===== src/rtl/mem_arbiter.sv =====
// Shares one single-port word memory between instruction fetch and load/store.
// Data has priority; a starvation counter eventually hands the port to fetch.
module mem_arbiter #(
    parameter int ADDR_WIDTH = 10,
    parameter int DATA_WIDTH = 32,
    parameter int FETCH_MAX  = 4
) (
    input  logic                    clk,
    input  logic                    rst_n,
    input  logic                    if_req,
    input  logic [31:0]             if_addr,
    output logic                    if_gnt,
    output logic                    if_rvalid,
    output logic [DATA_WIDTH-1:0]   if_rdata,
    input  logic                    d_req,
    input  logic                    d_we,
    input  logic [DATA_WIDTH/8-1:0] d_be,
    input  logic [31:0]             d_addr,
    input  logic [DATA_WIDTH-1:0]   d_wdata,
    output logic                    d_gnt,
    output logic                    d_rvalid,
    output logic [DATA_WIDTH-1:0]   d_rdata,
    output logic                    mem_we,
    output logic [ADDR_WIDTH-1:0]   mem_addr,
    output logic [DATA_WIDTH-1:0]   mem_wdata,
    input  logic [DATA_WIDTH-1:0]   mem_rdata
);

    localparam int          LANES      = DATA_WIDTH / 8;
    localparam logic [3:0]  STARVE_MAX = 4'(FETCH_MAX);
    localparam logic [LANES-1:0] BE_ALL = '1;

    typedef enum logic {IDLE, RMW_WR} state_t;

    state_t                  state_reg, state_next;
    logic [3:0]              starve_cnt_reg, starve_cnt_next;
    logic [ADDR_WIDTH-1:0]   rmw_addr_reg;
    logic [DATA_WIDTH-1:0]   rmw_data_reg;
    logic                    if_rvalid_reg, d_rvalid_reg;
    logic [DATA_WIDTH-1:0]   if_rdata_reg, d_rdata_reg;
    logic [DATA_WIDTH-1:0]   merged_word;
    logic                    rmw_load;
    logic [ADDR_WIDTH-1:0]   if_idx, d_idx;

    assign if_idx = if_addr[ADDR_WIDTH+1:2];
    assign d_idx  = d_addr[ADDR_WIDTH+1:2];

    // Byte offset and high address bits carry no meaning for a word memory.
    logic unused_addr_bits;
    assign unused_addr_bits = ^{if_addr[31:ADDR_WIDTH+2], if_addr[1:0],
                                d_addr[31:ADDR_WIDTH+2], d_addr[1:0]};

    genvar gi;
    generate
        for (gi = 0; gi < LANES; gi++) begin : g_lane
            assign merged_word[gi*8 +: 8] = d_be[gi] ? d_wdata[gi*8 +: 8]
                                                     : mem_rdata[gi*8 +: 8];
        end
    endgenerate

    // Outputs are gated by rst_n so they drop to zero as soon as reset asserts.
    always_comb begin
        state_next = state_reg;
        if_gnt     = 1'b0;
        d_gnt      = 1'b0;
        mem_we     = 1'b0;
        mem_addr   = '0;
        mem_wdata  = '0;
        rmw_load   = 1'b0;
        if (rst_n) begin
            case (state_reg)
                IDLE: begin
                    if (if_req && (!d_req || starve_cnt_reg == STARVE_MAX)) begin
                        if_gnt   = 1'b1;
                        mem_addr = if_idx;
                    end else if (d_req) begin
                        d_gnt    = 1'b1;
                        mem_addr = d_idx;
                        if (d_we) begin
                            if (d_be == BE_ALL) begin
                                mem_we    = 1'b1;
                                mem_wdata = d_wdata;
                            end else if (d_be != '0) begin
                                rmw_load   = 1'b1;
                                state_next = RMW_WR;
                            end
                        end
                    end
                end
                RMW_WR: begin
                    mem_we     = 1'b1;
                    mem_addr   = rmw_addr_reg;
                    mem_wdata  = rmw_data_reg;
                    state_next = IDLE;
                end
                default: state_next = IDLE;
            endcase
        end
    end

    always_comb begin
        starve_cnt_next = starve_cnt_reg;
        if (!if_req || if_gnt)
            starve_cnt_next = 4'd0;
        else if (starve_cnt_reg < STARVE_MAX)
            starve_cnt_next = starve_cnt_reg + 4'd1;
    end

    always_ff @(posedge clk or negedge rst_n) begin
        if (!rst_n) begin
            state_reg      <= IDLE;
            starve_cnt_reg <= 4'd0;
            rmw_addr_reg   <= '0;
            rmw_data_reg   <= '0;
            if_rvalid_reg  <= 1'b0;
            d_rvalid_reg   <= 1'b0;
            if_rdata_reg   <= '0;
            d_rdata_reg    <= '0;
        end else begin
            state_reg      <= state_next;
            starve_cnt_reg <= starve_cnt_next;
            if_rvalid_reg  <= if_gnt;
            d_rvalid_reg   <= d_gnt && !d_we;
            if (if_gnt)
                if_rdata_reg <= mem_rdata;
            if (d_gnt && !d_we)
                d_rdata_reg <= mem_rdata;
            if (rmw_load) begin
                rmw_addr_reg <= d_idx;
                rmw_data_reg <= merged_word;
            end
        end
    end

    assign if_rvalid = if_rvalid_reg;
    assign if_rdata  = if_rdata_reg;
    assign d_rvalid  = d_rvalid_reg;
    assign d_rdata   = d_rdata_reg;

endmodule


===== config.mk =====
export PLATFORM = sky130hd
export DESIGN_NAME = mem_arbiter
export DESIGN_NICKNAME = d
export VERILOG_FILES = /design/src/rtl/mem_arbiter.sv
export SDC_FILE = /design/constraint.sdc
export NUM_CORES = 1
export LEC_CHECK = 0
export CORE_MARGIN = 4
export CORE_UTILIZATION = 35
export CTS_CLUSTER_SIZE = 28
export DETAILED_ROUTE_END_ITERATION = 6
export GPL_TIMING_DRIVEN = 0
export PLACE_DENSITY = 0.69
export SETUP_SLACK_MARGIN = 0.15
export SLEW_MARGIN = 30
export SYNTH_ARGS = -nofsm -noshare
export SYNTH_HDL_FRONTEND = slang
export SYNTH_SLANG_ARGS = --single-unit

===== constraint.sdc =====
create_clock -name clk -period 2.7 [get_ports clk]
set_input_delay 0.54 -clock clk [delete_from_list [all_inputs] [get_ports clk]]
set_output_delay 0.54 -clock clk [all_outputs]
set_load 0.01 [all_outputs]

==> metrics <==
Area Overhead vs Synth 56.18%; register area share after synthesis 50.55%; Final Worst Setup Slack around 0.034 ns; I/O pin count around 250; hold_ws 0.06589 ns; commonest non-fill, non-tap cell in the layout clkdlybuf4s50_1; Syn Inst Count slightly below 400; row cnt between 40 and 50; Pre-antenna DRT Iters 4; Post-synth EDFFs 0; dpl ws -0.9364 ns; Worst VDD drop ~420 uV; HPWL Detailed roughly 12 mm; combinational power share a little over a quarter; number of max-cap violations 0; Worst path top cell family by delay buffers and inverters; CTS tree done; DRC 0; Vias/cell approximately 5.0; switching pwr roughly 1.6 mW; layout cells sized above 1 between 40% and 50%; total negative slack 0 ns; syn_nets 530; synthesized flop and latch total 113; cells along the critical path clkdlybuf4s50_1 > inv_1 > nor4_4 > buf_6 > buf_12 > buf_16 > a32o_1 > buf_2; final setup violating endpoints 0; core area around 15000 sq um; Unique masters post-synth 35; CP Class input port to output pin; fin crit share 98.73%; CTS Buf Count 17; RSZ-0062 raised after global routing yes; DP Area about 7900 sq um; clock power share a little over a third; initial core utilization 36.26%; Worst Skew slightly below 0.008 ns; sequential cell area 2828 sq um; clock-pin slew on the worst setup and hold paths 0.05 ns; initial antenna violation count 1; actual slew at the worst max-slew pin 0.6068 ns; met3 WL post-DR about 1.5 mm; sequential power share a little over a third; first-pass GRT wire length 27.17 mm; Remaining Overflow, GRT 0; number of DRC markers in iteration 0 ~150; Max Root-Sink Buffers 2; worst rel slew slack approximately 59%; area of the multi-input gates between 2000 and 2500 sq um; Layout fillers 1321; # nets final 765; Final Hold Fails 0; final WL about 17 mm; PortBufs about 200; synthesized area per cell 14.31 sq um; cell area after layout 8737 sq um; P_leak around 3.8 nW; CP required 2.16 ns; worst path arrival time around 2.1 ns; overall die height 134.4 um; met1 WL roughly 7.1 mm; Synth Flop Type dfrtp_1; gpl congestion between 0.8 and 0.9; Max Clk Rate approximately 0.38 GHz; slowest stage cell on the critical path clkdlybuf4s50_1; Sw Share 25.20%; Die Wd 134.4 um; startpoint types input port; Power Density 742.5 nW/um^2; pin count of the biggest net entering global routing 34; # H-tree levels 4; Sink Count between 100 and 150; Syn Std Cell Area between 5000 and 6000 sq um; Crit Path Max Fanout 5; WL met2 8.439 mm; Synth warnings 0; clock period minus worst slack 2.666 ns; Core Util, Final a little under three fifths; Buf/Inv on CP 6; Worst Hold Class input port to asynchronous set/reset pin; CP peak stage delay 0.49 ns; Via Count 4278; Max Transition Viols Final 0; Max Used Layer met4; post-route ant nets 0; Async S/R FF share, synth 100.0%; GRT Overall Usage about a fifth; root buffer cell clkbuf_16; average wire per standard cell between 20 and 25 um; die area between 15000 and 20000 sq um; worst skew pair latency just over 0.4 ns; Worst setup EP type output pin; most frequent cells in the layout 152 x clkdlybuf4s50_1, 113 x dfrtp_1, 92 x mux2_2, 40 x buf_2, 39 x mux2_4; Int Pwr roughly 4.9 mW; number of global-route vias before repair 4737; outcome finished, final reports clean
## final cells by class
type | instances | share of cell area (%)
antenna | 1 | 0.02864
buffer | 34 | 4.153
clock buffer | 24 | 5.857
clock inverter | 8 | 1.418
inverter | 7 | 0.3007
multi-input combinational | 237 | 28.38
sequential | 113 | 32.36
tap | 211 | 3.022
timing repair buffer | 216 | 24.47
## cell usage after synthesis, types with 3 or more instances
cell      instances  area [sq um]
a31oi_1          10         62.56
o21ai_0          20         100.1
buf_6             6         67.56
a21oi_1          12         60.06
buf_2             7         35.03
inv_1             7         26.28
dfrtp_1         113          2828
a32o_1           31         310.3
nor3b_1           3         22.52
mux2_2           92          1036
mux2_1            7         78.83
buf_12            4         80.08
clkbuf_1         14         52.55
mux2_4           39         585.6
## what timing repair did
action,CTS,global route
gates cloned,5,1
pin swaps,14,15
endpoints found under the setup margin,45,45
hold endpoints to repair,12,0
hold buffers,1,0
setup buffers,9,0
resized for setup,213,16
## metrics by stage
stage	power, mW	std cells
after floorplan	3.164	391
after detailed placement	4.125	802
after global placement	4.061	801
final	6.487	851
after global routing	6.805	851
after CTS	6.566	849
## cell families after synthesis
family          share of synthesized area [%]
simple gates                            2.863
flops                                   50.55
xor+xnor                               0.1566
buf+inv                                 5.301
fa+ha+maj                              0.4473
compound gates                          10.11
mux                                     30.57
## per-layer routing
metal,up-vias,global-route usage (%)
li1,1950,-
met1,2132,23.87
met2,180,32.18
met3,16,6.939
met4,0,6.505
met5,-,0
## power by group through the flow
stage | Clock, mW | Sequential (mW) | Combinational (mW)
final | 2.37 | 2.37 | 1.75
after global placement | 0 | 2.36 | 1.70
after CTS | 2.43 | 2.37 | 1.77
after floorplan | 0 | 2.46 | 0.705
after global routing | 2.51 | 2.42 | 1.87
after detailed placement | 0 | 2.39 | 1.74
## path summary, 6_finish.rpt
path,depth (start not counted),slack (ns),endpoint,startpoint
min,2,0.07,if_rdata[27]$_DFFE_PN0P_,rst_n
min reg2reg,1,0.49,d_rdata[7]$_DFFE_PN0P_,d_rdata[7]$_DFFE_PN0P_
min in group clk,1,0.49,d_rdata[7]$_DFFE_PN0P_,d_rdata[7]$_DFFE_PN0P_
max reg2reg,9,0.54,if_rdata[31]$_DFFE_PN0P_,starve_cnt_reg[0]$_DFFE_PN0P_
max in group asynchronous,2,1.59,rmw_data_reg[14]$_DFFE_PN0P_,rst_n
max,8,0.03,mem_wdata[12],d_we
No activity file was read; power rests on OpenSTA's default activity.
==> variant 1: new RTL, same flow settings <==
The parameter `ADDR_WIDTH` goes from 10 to 11.
--- a/src/rtl/mem_arbiter.sv
+++ b/src/rtl/mem_arbiter.sv
@@ -1,7 +1,7 @@
 // Shares one single-port word memory between instruction fetch and load/store.
 // Data has priority; a starvation counter eventually hands the port to fetch.
 module mem_arbiter #(
-    parameter int ADDR_WIDTH = 10,
+    parameter int ADDR_WIDTH = 11,
     parameter int DATA_WIDTH = 32,
     parameter int FETCH_MAX  = 4
 ) (
Interface: changed (resized mem_addr); port bits go from 248 to 249. No check against the original RTL was run, so the function may have changed too.
==> variant 1 against the original RTL <==
The run now ends with negative setup slack left; first-iteration DRC count is 14% lower; setup slack worse by 100 ps; clock skew is 1.2 ps lower; synthesized area is 1.0% higher; register-to-register slack worse by 80 ps; clock power is 5% higher; cell area is 3.0% higher; sequential cell count is 1 higher; worst hold slack worse by 4.6 ps; power is 2.0% higher; core utilization is 0.21 points higher; routed wire length is 0.93% higher; critical endpoint is now mem_wdata[19].
==> variant 1: results (changes against the original RTL) <==
Global route
  • Grt total ovfl: 0 (unchanged)
  • Vias in the first global route: 4830 (was 4737)
  • Initial antenna violation count: 2 (was 1)
  • Global-route wire length before repair: 27.3 mm (was 27.2 mm)
  • Largest net degree at the start of global routing: 40 (was 34)
  • Tot GR Track Use: 19.3% (was 19.5%)

Placed design
  • Post-detail-place hpwl: 12.0 mm (was 11.9 mm)
  • Gpl congestion: 0.749 (was 0.831)
  • IO Port Bufs: 201 (was 199)
  • Worst slack, placed: -821 ps (was -936 ps)
  • DP Area: 7970 um^2 (was 7880 um^2)
  • Inst Count DP: 816 (was 802)

Route
  • Vias/cell: 5.00 (was 5.03)
  • 1st-pass router iterations: 4 (unchanged)
  • Routed len/inst: 20.0 um (was 20.4 um)
  • DRT iter0 DRCs: 131 (was 152)

Clock tree
  • Setup bufs post-CTS: 14 (was 9)
  • CTS clk-pin slew, worst paths: 50 ps (about the same)
  • Cts bufs inserted: 17 (unchanged)
  • Worst-skew pair later-pin latency: 410 ps (about the same)
  • Post-CTS Resized: 233 (was 213)
  • Hold Buf Count CTS: 1 (unchanged)
  • CTS Root Cell: clkbuf_16 (unchanged)
  • H-tree levels: 4 (unchanged)

Power
  • Max IR drop VDD: 0.441 mV (was 0.416 mV)
  • Static Leak: 3.93 nW (was 3.80 nW)

Synthesis
  • Post-synth net total: 537 (was 530)
  • Post-synthesis cell type count: 34 (was 35)
  • Prevailing post-synth register cell: dfrtp_1 (unchanged)
  • Syn Area/Cell: 14.2 um^2 (was 14.3 um^2)
  • Post-synth top cells: 114 x dfrtp_1, 64 x mux2_2, 39 x mux2_4 (was 113 x dfrtp_1, 92 x mux2_2, 39 x mux2_4)
  • Synth area leaders: dfrtp_1 50%, mux2_2 13%, mux2_4 10%, mux2_1 7.2%, a32o_1 5.5% (was dfrtp_1 51%, mux2_2 19%, mux2_4 10%, a32o_1 5.5%, o21ai_0 1.8%)
  • Seq/Total Area, Yosys: 50.5% (about the same)

Critical path
  • Worst path max stage delay: 390 ps (was 490 ps)
  • RR Startpoint: starve_cnt_reg[1]$_DFFE_PN0P_ (was starve_cnt_reg[0]$_DFFE_PN0P_)
  • CP Max Fanout: 5 (unchanged)
  • Max stage delay cell, worst path: dfrtp_1 (was clkdlybuf4s50_1)
  • Arrival @ worst endpoint: 2230 ps (was 2130 ps)
  • Crit path launch type: flip-flop (was primary input)

Timing
  • Setup TNS: -888 ps (was 0 ps)
  • Measured slew at the worst slew-check pin: 497 ps (was 607 ps)
  • Clock skew: 6.61 ps (was 7.85 ps)
  • Fin worst setup slack: -69.9 ps (was 34.3 ps)
  • Final setup vio count: 21 (was 0)

Final layout
  • Share of cells above drive strength 1: 39.5% (was 41.0%)
  • Diode count: 0 (was 1)
  • Non-filler cells, final: 876 (was 851)
  • Fillers: 1334 (was 1321)
  • Post-route design area: 9000 um^2 (was 8740 um^2)
  • Layout Nets: 786 (was 765)

Worst hold path
  • Hold Crit Class: primary input to asynchronous set/reset pin (unchanged)

Status
  • Failing checks: negative setup slack
  • Status: finished, violations left (was complete, no violations)
## variant 1: cell families after synthesis
group,synth area share (%)
DFF,50.5
buffers and inverters,5.23
muxes,30.5
AOI/OAI and AO/OA,10.4
adders and majority gates,0.443
xor gates and xnor gates,0.155
and+or+nand+nor,2.83
## variant 1: cell type report
cell class	instances	share of cell area (%)
Tap cell	216	3.00
Buffer	35	3.91
Timing Repair Buffer	230	25.5
Clock buffer	18	4.88
Sequential cell	114	31.7
Clock inverter	14	2.35
Multi-Input combinational cell	242	28.4
Inverter	7	0.292
## variant 1: worst max-delay path, delay by kind of cell (launching register included)
family                     cells  cell delay (ps)
AOI/OAI and AO/OA              1              260
adders and majority gates      1              170
buffers and inverters          6              670
DFF                            1              390
and+or+nand+nor                2              330
## variant 1: path summary, 6_finish.rpt
| check | end | slack, ps | depth (start not counted) |
|---|---|---|---|
| worst max-delay path | mem_wdata[19] | -70 | 10 |
| worst min-delay path | rmw_data_reg[28]$_DFFE_PN0P_ | 60 | 2 |
| worst max register to register | if_rdata[4]$_DFFE_PN0P_ | 460 | 10 |
| worst min register to register | if_rdata[20]$_DFFE_PN0P_ | 480 | 1 |
| max in group asynchronous | rmw_data_reg[16]$_DFFE_PN0P_ | 2140 | 2 |
| min in group clk | if_rdata[20]$_DFFE_PN0P_ | 480 | 1 |
## variant 1: metal layers
metal	part of all wire (%)	GRT usage [%]
met2	51	33.5
met1	40	22.9
met3	7.5	5.96
met5	0.15	0
met4	1.3	5.77
## variant 1: where the power goes
group	leakage (nW)	switching, mW	total (mW)	internal (mW)
clock	0.316	0.824	2.48	1.66
combinational	2.25	0.637	1.75	1.11
sequential	1.36	0.238	2.39	2.15
total	3.93	1.70	6.62	4.92
==> variant 2: new RTL, same settings <==
Made on the original files. Reset style: synchronous (`rst_n`), changed in one clocked block.
--- a/src/rtl/mem_arbiter.sv
+++ b/src/rtl/mem_arbiter.sv
@@ -106,7 +106,7 @@
             starve_cnt_next = starve_cnt_reg + 4'd1;
     end
 
-    always_ff @(posedge clk or negedge rst_n) begin
+    always_ff @(posedge clk) begin
         if (!rst_n) begin
             state_reg      <= IDLE;
             starve_cnt_reg <= 4'd0;
Check against the original RTL: differs if rst_n is asserted again (counterexample within 4 cycles, from zero or initial values and one cycle with rst_n low); with rst_n held inactive, the same outputs for 4 cycles.
==> variant 2 against the original RTL <==
Worst hold slack better by 380 ps; cell area is 0.39% higher; setup slack better by 150 ps; sequential cell count stayed put; routed wire length is 14% higher; global-route usage is 2.3 points higher; synthesized area is 2.7% lower; critical path type unchanged; largest cell class is now multi-input gates.
Power is not compared: it rests on default switching activity, and its combinational part moved more than twofold at a synthesized area within 25%.
==> variant 2: results (changes against the original RTL) <==
Synthesis
  • Synth Area in Adders: 0.460% (was 0.447%)
  • Syn Area/Cell: 8.36 um^2 (was 14.3 um^2)
  • Async S/R FF share, synth: 0% (was 100%)
  • Post-synthesis cell type count: 37 (was 35)
  • Mux contribution to synthesized area: 14.3% (was 30.6%)
  • Post-synthesis compound-gate area fraction: 14.3% (was 10.1%)
  • Synth area leaders: dfxtp_1 42%, nand2_1 15%, mux2i_1 7.7%, mux2_2 6.6%, o21ai_0 4.0% (was dfrtp_1 51%, mux2_2 19%, mux2_4 10%, a32o_1 5.5%, o21ai_0 1.8%)
  • Post-Synth XOR/XNOR Area: 0.161% (was 0.157%)

Final layout
  • Share of cells above drive strength 1: 22.3% (was 41.0%)

Clock tree
  • Setup bufs post-CTS: 6 (was 9)
  • Post-CTS Resized: 201 (was 213)

Worst hold path
  • Hold Crit Class: flip-flop to flip-flop (was primary input to asynchronous set/reset pin)

Route
  • Met1 wire length: 8.56 mm (was 7.14 mm)
  • WL met3: 1.62 mm (was 1.51 mm)
  • Routed len/inst: 18.3 um (was 20.4 um)
  • DRT iter0 DRCs: 299 (was 152)
  • 1st-pass router iterations: 7 (was 4)
  • Vias/cell: 5.12 (was 5.03)
  • Vias: 5530 (was 4278)
  • Routed wl met2: 9.28 mm (was 8.44 mm)

Global route
  • Tot GR Track Use: 21.8% (was 19.5%)
  • Largest net degree at the start of global routing: 17 (was 34)
  • M2 GR Usage: 35.6% (was 32.2%)

Critical path
  • Worst path max stage delay: 640 ps (was 490 ps)
  • R2r endpoint: if_rdata[0]$_SDFFE_PN0P_ (was if_rdata[31]$_DFFE_PN0P_)
  • Reg2Reg Depth: 8 (was 9)
  • RR Startpoint: starve_cnt_reg[0]$_SDFFE_PP0N_ (was starve_cnt_reg[0]$_DFFE_PN0P_)

Placed design
  • Inst Count DP: 1038 (was 802)
  • Post-detail-place hpwl: 13.8 mm (was 11.9 mm)

Timing
  • Clock skew: 9.44 ps (was 7.85 ps)

Status
  • Status: complete, no violations (unchanged)
[variant 2: metrics by stage]
step	hold slack, ps	util [%]	setup WS, ps
detailed placement	445	50.4	-928
global route	468	57.7	113
CTS	454	56.1	33.6
finish	450	57.7	181
global placement	440	50.4	-935
floorplan	432	-	631
[variant 2: worst min-delay path by stage]
stage                                    to  cells after the start                          from  slack [ps]
2_1_floorplan  rmw_addr_reg[0]$_SDFFE_PN0P_                      2  rmw_addr_reg[0]$_SDFFE_PN0P_         430
3_3_place_gp   rmw_addr_reg[2]$_SDFFE_PN0P_                      2  rmw_addr_reg[2]$_SDFFE_PN0P_         440
6_report           d_rdata[11]$_SDFFE_PN0P_                      2      d_rdata[11]$_SDFFE_PN0P_         450
4_1_cts            d_rdata[11]$_SDFFE_PN0P_                      2      d_rdata[11]$_SDFFE_PN0P_         450
5_1_grt            d_rdata[11]$_SDFFE_PN0P_                      2      d_rdata[11]$_SDFFE_PN0P_         470
3_5_place_dp   rmw_addr_reg[7]$_SDFFE_PN0P_                      2  rmw_addr_reg[7]$_SDFFE_PN0P_         440
[variant 2: area by class of cell]
cell class,count,area (um^2),area share (%)
clock inverters,12,205,2.34
plain buffers,56,498,5.68
inverters,4,16.3,0.185
clock buffers,20,457,5.21
flip-flops and latches,113,2260,25.8
multi-input cells,478,3100,35.3
repair buffers,209,2000,22.8
well taps,188,235,2.68
[variant 2: power groups by stage]
stage | Combinational (mW) | Sequential, mW | Clock, mW
6_report | 0.809 | 1.79 | 2.50
5_1_grt | 0.873 | 1.80 | 2.60
4_1_cts | 0.789 | 1.79 | 2.54
3_5_place_dp | 0.756 | 1.82 | 0
3_3_place_gp | 0.755 | 1.82 | 0
2_1_floorplan | 0.344 | 1.84 | 0
